$ cat src/rtl/cfq_arb.sv
// cfq_arb: round-robin arbiter sharing one sequential shift-add A_W x B_W multiplier
// between two requesters. Optional macro CFQ_ARB_ZERO_SKIP_EN bypasses CALC for zero operands.
module cfq_arb #(
  parameter int A_W = 8,
  parameter int B_W = 4
) (
  input  logic                 clk_i,
  input  logic                 rst_ni,
  input  logic                 req0_i,
  input  logic [A_W-1:0]       a0_i,
  input  logic [B_W-1:0]       b0_i,
  input  logic                 req1_i,
  input  logic [A_W-1:0]       a1_i,
  input  logic [B_W-1:0]       b1_i,
  output logic [1:0]           gnt_o,
  output logic                 busy_o,
  output logic [A_W+B_W-1:0]   prod_o,
  output logic                 done0_o,
  output logic                 done1_o
);

  localparam int P_W   = A_W + B_W;
  localparam int CNT_W = (B_W > 1) ? $clog2(B_W) : 1;
  localparam logic [CNT_W-1:0] CNT_LAST = CNT_W'(B_W - 1);

  typedef enum logic [1:0] {
    ST_IDLE = 2'b00,
    ST_CALC = 2'b01,
    ST_DONE = 2'b10
  } state_t;

  state_t           state_q, state_d;
  logic [1:0]       gnt_q, gnt_d;
  logic             busy_q, busy_d;
  logic [P_W-1:0]   prod_q, prod_d;
  logic             done0_q, done0_d;
  logic             done1_q, done1_d;
  logic             last_q, last_d;
  logic [P_W-1:0]   a_sh_q, a_sh_d;
  logic [B_W-1:0]   b_sh_q, b_sh_d;
  logic [P_W-1:0]   acc_q, acc_d;
  logic [CNT_W-1:0] cnt_q, cnt_d;

  logic             win1_s;
  logic [A_W-1:0]   a_sel_s;
  logic [B_W-1:0]   b_sel_s;
  logic [P_W-1:0]   acc_sum_s;

  // Arbitration: a tie goes to the requester that was not served last.
  always_comb begin
    win1_s  = req1_i & (~req0_i | ~last_q);
    a_sel_s = win1_s ? a1_i : a0_i;
    b_sel_s = win1_s ? b1_i : b0_i;
  end

  // One shift-add step; the accumulator is as wide as the full product so it never wraps.
  always_comb begin
    if (b_sh_q[0]) begin
      acc_sum_s = acc_q + a_sh_q;
    end else begin
      acc_sum_s = acc_q;
    end
  end

  // Next-state and next-output logic for the IDLE/CALC/DONE controller.
  always_comb begin
    state_d = state_q;
    gnt_d   = gnt_q;
    prod_d  = prod_q;
    last_d  = last_q;
    a_sh_d  = a_sh_q;
    b_sh_d  = b_sh_q;
    acc_d   = acc_q;
    cnt_d   = cnt_q;
    done0_d = 1'b0;
    done1_d = 1'b0;
    case (state_q)
      ST_IDLE: begin
        if (req0_i || req1_i) begin
          gnt_d   = win1_s ? 2'b10 : 2'b01;
          last_d  = win1_s;
          a_sh_d  = {{B_W{1'b0}}, a_sel_s};
          b_sh_d  = b_sel_s;
          acc_d   = {P_W{1'b0}};
          cnt_d   = {CNT_W{1'b0}};
          state_d = ST_CALC;
`ifdef CFQ_ARB_ZERO_SKIP_EN
          if ((a_sel_s == {A_W{1'b0}}) || (b_sel_s == {B_W{1'b0}})) begin
            prod_d  = {P_W{1'b0}};
            done0_d = ~win1_s;
            done1_d = win1_s;
            state_d = ST_DONE;
          end else begin
            state_d = ST_CALC;
          end
`endif
        end else begin
          gnt_d = 2'b00;
        end
      end
      ST_CALC: begin
        acc_d  = acc_sum_s;
        a_sh_d = a_sh_q << 1;
        b_sh_d = b_sh_q >> 1;
        cnt_d  = cnt_q + CNT_W'(1);
        if (cnt_q == CNT_LAST) begin
          prod_d  = acc_sum_s;
          done0_d = gnt_q[0];
          done1_d = gnt_q[1];
          state_d = ST_DONE;
        end else begin
          state_d = ST_CALC;
        end
      end
      ST_DONE: begin
        gnt_d   = 2'b00;
        state_d = ST_IDLE;
      end
      default: begin
        gnt_d   = 2'b00;
        state_d = ST_IDLE;
      end
    endcase
    busy_d = (state_d != ST_IDLE);
  end

  // State and registered outputs; reset abandons any operation without a done pulse.
  always_ff @(posedge clk_i or negedge rst_ni) begin
    if (!rst_ni) begin
      state_q <= ST_IDLE;
      gnt_q   <= 2'b00;
      busy_q  <= 1'b0;
      prod_q  <= {P_W{1'b0}};
      done0_q <= 1'b0;
      done1_q <= 1'b0;
      last_q  <= 1'b1;
      a_sh_q  <= {P_W{1'b0}};
      b_sh_q  <= {B_W{1'b0}};
      acc_q   <= {P_W{1'b0}};
      cnt_q   <= {CNT_W{1'b0}};
    end else begin
      state_q <= state_d;
      gnt_q   <= gnt_d;
      busy_q  <= busy_d;
      prod_q  <= prod_d;
      done0_q <= done0_d;
      done1_q <= done1_d;
      last_q  <= last_d;
      a_sh_q  <= a_sh_d;
      b_sh_q  <= b_sh_d;
      acc_q   <= acc_d;
      cnt_q   <= cnt_d;
    end
  end

  assign gnt_o   = gnt_q;
  assign busy_o  = busy_q;
  assign prod_o  = prod_q;
  assign done0_o = done0_q;
  assign done1_o = done1_q;

endmodule

$ cat config.mk
export PLATFORM = sky130hd
export DESIGN_NAME = cfq_arb
export DESIGN_NICKNAME = d
export VERILOG_FILES = /design/src/rtl/cfq_arb.sv
export SDC_FILE = /design/constraint.sdc
export NUM_CORES = 1
export LEC_CHECK = 0
export CAP_MARGIN = 20
export CORE_MARGIN = 5
export CORE_UTILIZATION = 45
export DETAILED_ROUTE_END_ITERATION = 8
export PLACE_DENSITY = 0.72
export REMOVE_ABC_BUFFERS = 1
export SETUP_SLACK_MARGIN = 0.1
export SYNTH_ARGS = -nofsm -noshare
export SYNTH_HDL_FRONTEND = slang
export SYNTH_SLANG_ARGS = --single-unit
$ cat constraint.sdc
create_clock -name clk_i -period 2.1 [get_ports clk_i]
set_input_delay 0.21 -clock clk_i [delete_from_list [all_inputs] [get_ports clk_i]]
set_output_delay 0.21 -clock clk_i [all_outputs]
set_load 0.01 [all_outputs]
Word level (Yosys, flattened, before mapping)
Cells that the tools add are included.
Storage, ports and cells
  register bits after elaboration: 50
  bits of input ports: 28
  output and inout port bits: 17
  word-level logic and storage cells: 48
Operators by class
  add/sub/neg operators: 2
  equal/unequal tests: 3
  muxes and demuxes: 21
  bitwise logic cells: 4
  reductions and logical operators: 7
Operators with widths (number)
  $pmux W12 S2: 2
  $mux W12: 3
  $add A12 B12 Y12: 1
  $pmux W2 S2: 3
  $mux W2: 5
  $mux W4: 2
  $mux W8: 1
  $pmux W4 S2: 1
  $reduce_and A2 Y1: 3
  $mux W1: 4
  $reduce_bool A2 Y1: 2
  $add A2 B1 Y2 const B: 1
  $eq A2 B1 Y1 const B: 1
  $eq A2 B2 Y1 const B: 1
  $logic_not A2 Y1: 1
  $ne A2 B2 Y1 const B: 1
  $not A1 Y1: 2
  $and A1 B1 Y1: 1
  $logic_or A1 B1 Y1: 1
  $or A1 B1 Y1: 1

Longest topological paths before layout
  word-level depth: 6
  mapped depth: 8

Least setup slack after synthesis
No wires, ideal clock.
  kind: register -> register
  start point: reg a_sh_q[0]
  end point: reg acc_q[10]
  data arrival time: 2.106 ns
  path slack: -0.089 ns
  stages on the path, launching flop included: 9
  cell sequence: dfrtp_1 > ha_1 > fa_1 > a21o_1 > a21oi_2 > o211ai_1 > a221o_1 > xnor2_1 > o21ai_0
On the way
  longest elaborated chain between the ends: 3
Ends and longest elaborated chain
  from (decl): RTL line 39  | logic [P_W-1:0] a_sh_q, a_sh_d;
  from (signal assigned): RTL line 137  | a_sh_q <= {P_W{1'b0}};
  from (signal assigned): RTL line 149  | a_sh_q <= a_sh_d;
  $add A12 B12 Y12: RTL line 59  | acc_sum_s = acc_q + a_sh_q;
  $mux W12: RTL line 58  | if (b_sh_q[0]) begin
  $pmux W12 S2: RTL line 77  | case (state_q)
  to (signal assigned): RTL line 139  | acc_q <= {P_W{1'b0}};
  to (decl): RTL line 41  | logic [P_W-1:0] acc_q, acc_d;
No other way between the ends.
A chain may end at the register's enable or synchronous reset.

Worst setup path in the final report
  start point: reg acc_q[0]
  end point: reg prod_q[10] (netlist: prod_o[10])
On the way
  longest elaborated chain between the ends: 2
Ends and longest elaborated chain
  $add A12 B12 Y12: RTL line 59
  $mux W12: RTL line 58
  to (signal assigned): RTL line 133  | prod_q <= {P_W{1'b0}};
  to (signal assigned): RTL line 145  | prod_q <= prod_d;
  to (decl): RTL line 35  | logic [P_W-1:0] prod_q, prod_d;
No other way between the ends.

==> results.cfg <==
[placed_design]
dp_cells = 401
gp_congestion = 0.9129
dp_hpwl_um = 4689
port_buffers = 44

[floorplan]
rows = 28
die_w_um = 87.34
die_y_um = 87.34
dieArea_um2 = 7627
start_util_pct = 46.00
core_area_um2 = 5851
ioPinCount = 45

[clock_network]
clk_pin_slew_ps = 100
root_buffer = clkbuf_8
clock_sinks = 50
cts_tree = yes
htreeDepth = 2
insertion_delay_ps = 310
cts_made_buffers = 5
cts.path.max_buffers = 2

[layout]
fillCellCount = 472
antenna_cells = 0
multi_input_area_um2 = 1461
nNetsFinal = 387
final_cells = 422
drive_above_1_share_pct = 19.88
area_growth_pct = 36.45
final-seq-area_um2 = 1255

[detailed_routing]
detail-route-antenna-nets = 0
drt_drc_violations_left = 0
drt_pre_antenna_iters = 4
via_per_inst = 5.521
routed_wl_um = 6613
dr_total_vias = 2330
detail_route.wl_per_cell_um = 15.67
drt_iter0_drc = 113

[grt]
met3_usage_pct = 3.122
grt_max_degree = 51
grt_pass1_wl_um = 10960
busiest_layer = met2
grt.total_usage_pct = 18.21
grt_overflow = 0
grt_pass1_vias = 2282
antenna_found_initial = 0
grt.met2_usage_pct = 31.23
use_met1_pct = 23.37

[synthesis]
synthArstFlopShare_pct = 100.0
syn-cell-area_um2 = 2691
yosysUniqueCellTypes = 48
yosysSeqAreaShare_pct = 46.54
netlist_instances = 268
yosys_most_used_dff = dfrtp_1
synth_edf_count = 0
yosysWarnings = 0
ys_ff_latch = 50
synth.avg_cell_area_um2 = 10.04

[power_and_ir_drop]
power_density_nw_per_um2 = 1490
static-leakage-power_nw = 1.701
ir_drop_mv = 0.6191

[sta]
finalCriticalPeriod_ps = 2240
rsz0062_at_grt = yes
slew_headroom_pct = 66.78
fin_skew_ps = 3.492
setup_viol = 4
tightest_slew_ps = 498.2
hold_violations = 0
timing.final.ws_setup_ps = -140.1
min_period_over_period_pct = 106.7
drv_slew = 0
fmax_mhz = 446.4
fin_setup_tns_ps = -264.8

[setup_path]
critPathMaxFanout = 3
cp.arrival_ps = 2450
cp.required_ps = 2310
startpoint_type = flop
cp-end-kind = flop
r2r_cells = 8
crit_type = flop to flop

[run_status]
status = finished with violations
violations = negative setup slack

[hold_path]
hold_path.class = primary input to asynchronous set/reset pin

[run]
drv_cap = 0
-- per-layer routing --
| metal | wire [um] | vias up |
|---|---|---|
| met3 | 197 | 9 |
| met1 | 2956 | 1154 |
| met5 | 0 | - |
| met2 | 3380 | 36 |
| li1 | - | 1131 |
| met4 | 79 | 0 |
-- through the flow --
| stage | hold slack [ps] | instance area, um2 | total power [W] | utilization (%) | setup slack (ps) |
|---|---|---|---|---|---|
| floorplan | -85.59 | 2638 | 0.003351 | - | -166.1 |
| global placement | 216.8 | 3374 | 0.004417 | 57.68 | -125.8 |
| detailed placement | 220.6 | 3374 | 0.004508 | 57.68 | -202.2 |
| CTS | 417.6 | 3583 | 0.005312 | 61.25 | -55.29 |
| global route | 447.0 | 3672 | 0.005893 | 62.77 | -264.8 |
| finish | 393.6 | 3672 | 0.005473 | 62.77 | -140.1 |
-- repair_timing --
item | 4_1_cts | 5_1_grt
hold endpoints to repair | 49 | 0
pin swaps | 14 | 9
endpoints found under the setup margin | 12 | 12
hold buffers | 1 | 0
buffers inserted | 8 | 4
resized for setup | 12 | 9
-- synthesized netlist by cell type (2+ instances only) --
cell type | number | area (um2)
xnor2_1 | 5 | 43.79
a31oi_1 | 2 | 12.51
a21oi_1 | 11 | 55.05
nor2_1 | 7 | 26.28
clkbuf_1 | 9 | 33.78
mux2i_1 | 21 | 210.2
dfrtp_1 | 49 | 1226
nand3_1 | 10 | 50.05
o211ai_1 | 2 | 15.01
inv_1 | 4 | 15.01
xor2_1 | 3 | 26.28
or3_1 | 2 | 12.51
and2_1 | 2 | 12.51
o21ai_0 | 30 | 150.1
nor2b_1 | 4 | 25.02
ha_1 | 12 | 150.1
a21o_1 | 7 | 52.55
a22oi_1 | 9 | 67.56
and3_1 | 9 | 56.30
nor3_1 | 3 | 15.01
a22o_1 | 5 | 43.79
nand2_1 | 36 | 135.1
-- state kept, by name (all words and copies together) (netlist names), 2 cells and up --
name     count
a_sh_q      12
acc_q       12
prod_o      12
b_sh_q       4
cnt_q        2
gnt_o        2
state_q      2
-- worst max-delay path, cell delays in order, from the launching register on --
cell	delay (ps)
dfrtp_1	400
ha_2	210
fa_2	340
a21o_1	180
a21oi_2	210
o211ai_1	160
a221o_1	390
mux2i_1	180
nand2_1	70
-- worst paths after layout --
kind / slack, ps / startpoint / to
setup / recovery: -140 / acc_q[0] / prod_o[10]
hold / removal: 390 / rst_ni / cnt_q[1]
setup reg to reg: -140 / acc_q[0] / prod_o[10]
hold reg to reg: 480 / prod_o[0] / prod_o[0]
max in group asynchronous: 1410 / rst_ni / last_q
min in group clk_i: 480 / req0_i / last_q
-- area by class of cell --
type                    count  area share, %
repair buffers             83          20.24
flip-flops and latches     50          34.17
multi-input cells         201          39.80
well taps                  75          2.555
clock inverters             2         0.4770
clock buffers               6          2.249
inverters                   5         0.5111
-- report_power, final --
group | total [W] | internal, W | switching (W)
Combinational | 0.00315 | 0.00155 | 0.00160
Sequential | 0.00170 | 0.00137 | 0.000333
Clock | 0.000623 | 0.000272 | 0.000351
Total | 0.00547 | 0.00319 | 0.00228
-- kinds of logic after synthesis --
family	synth area share, %
compound gates	19.48
xor+xnor	2.604
fa+ha+maj	6.323
buf+inv	2.696
flops	46.54
mux	7.810
simple gates	14.55
-- cell usage in the layout (no fill, tap or decap), types with 3 or more instances in the layout --
master	count
a21o_1	7
a21oi_1	9
a21oi_2	3
a22o_1	5
a22oi_1	9
and3_1	8
buf_4	37
clkbuf_8	6
clkdlybuf4s50_1	43
dfrtp_1	47
ha_1	6
ha_4	4
inv_1	4
mux2i_1	21
nand2_1	36
nand3_1	10
nor2_1	7
nor2b_1	4
nor3_1	3
o21ai_0	25
o21ai_1	5
xnor2_1	5
(Power assumes the default switching activity.)
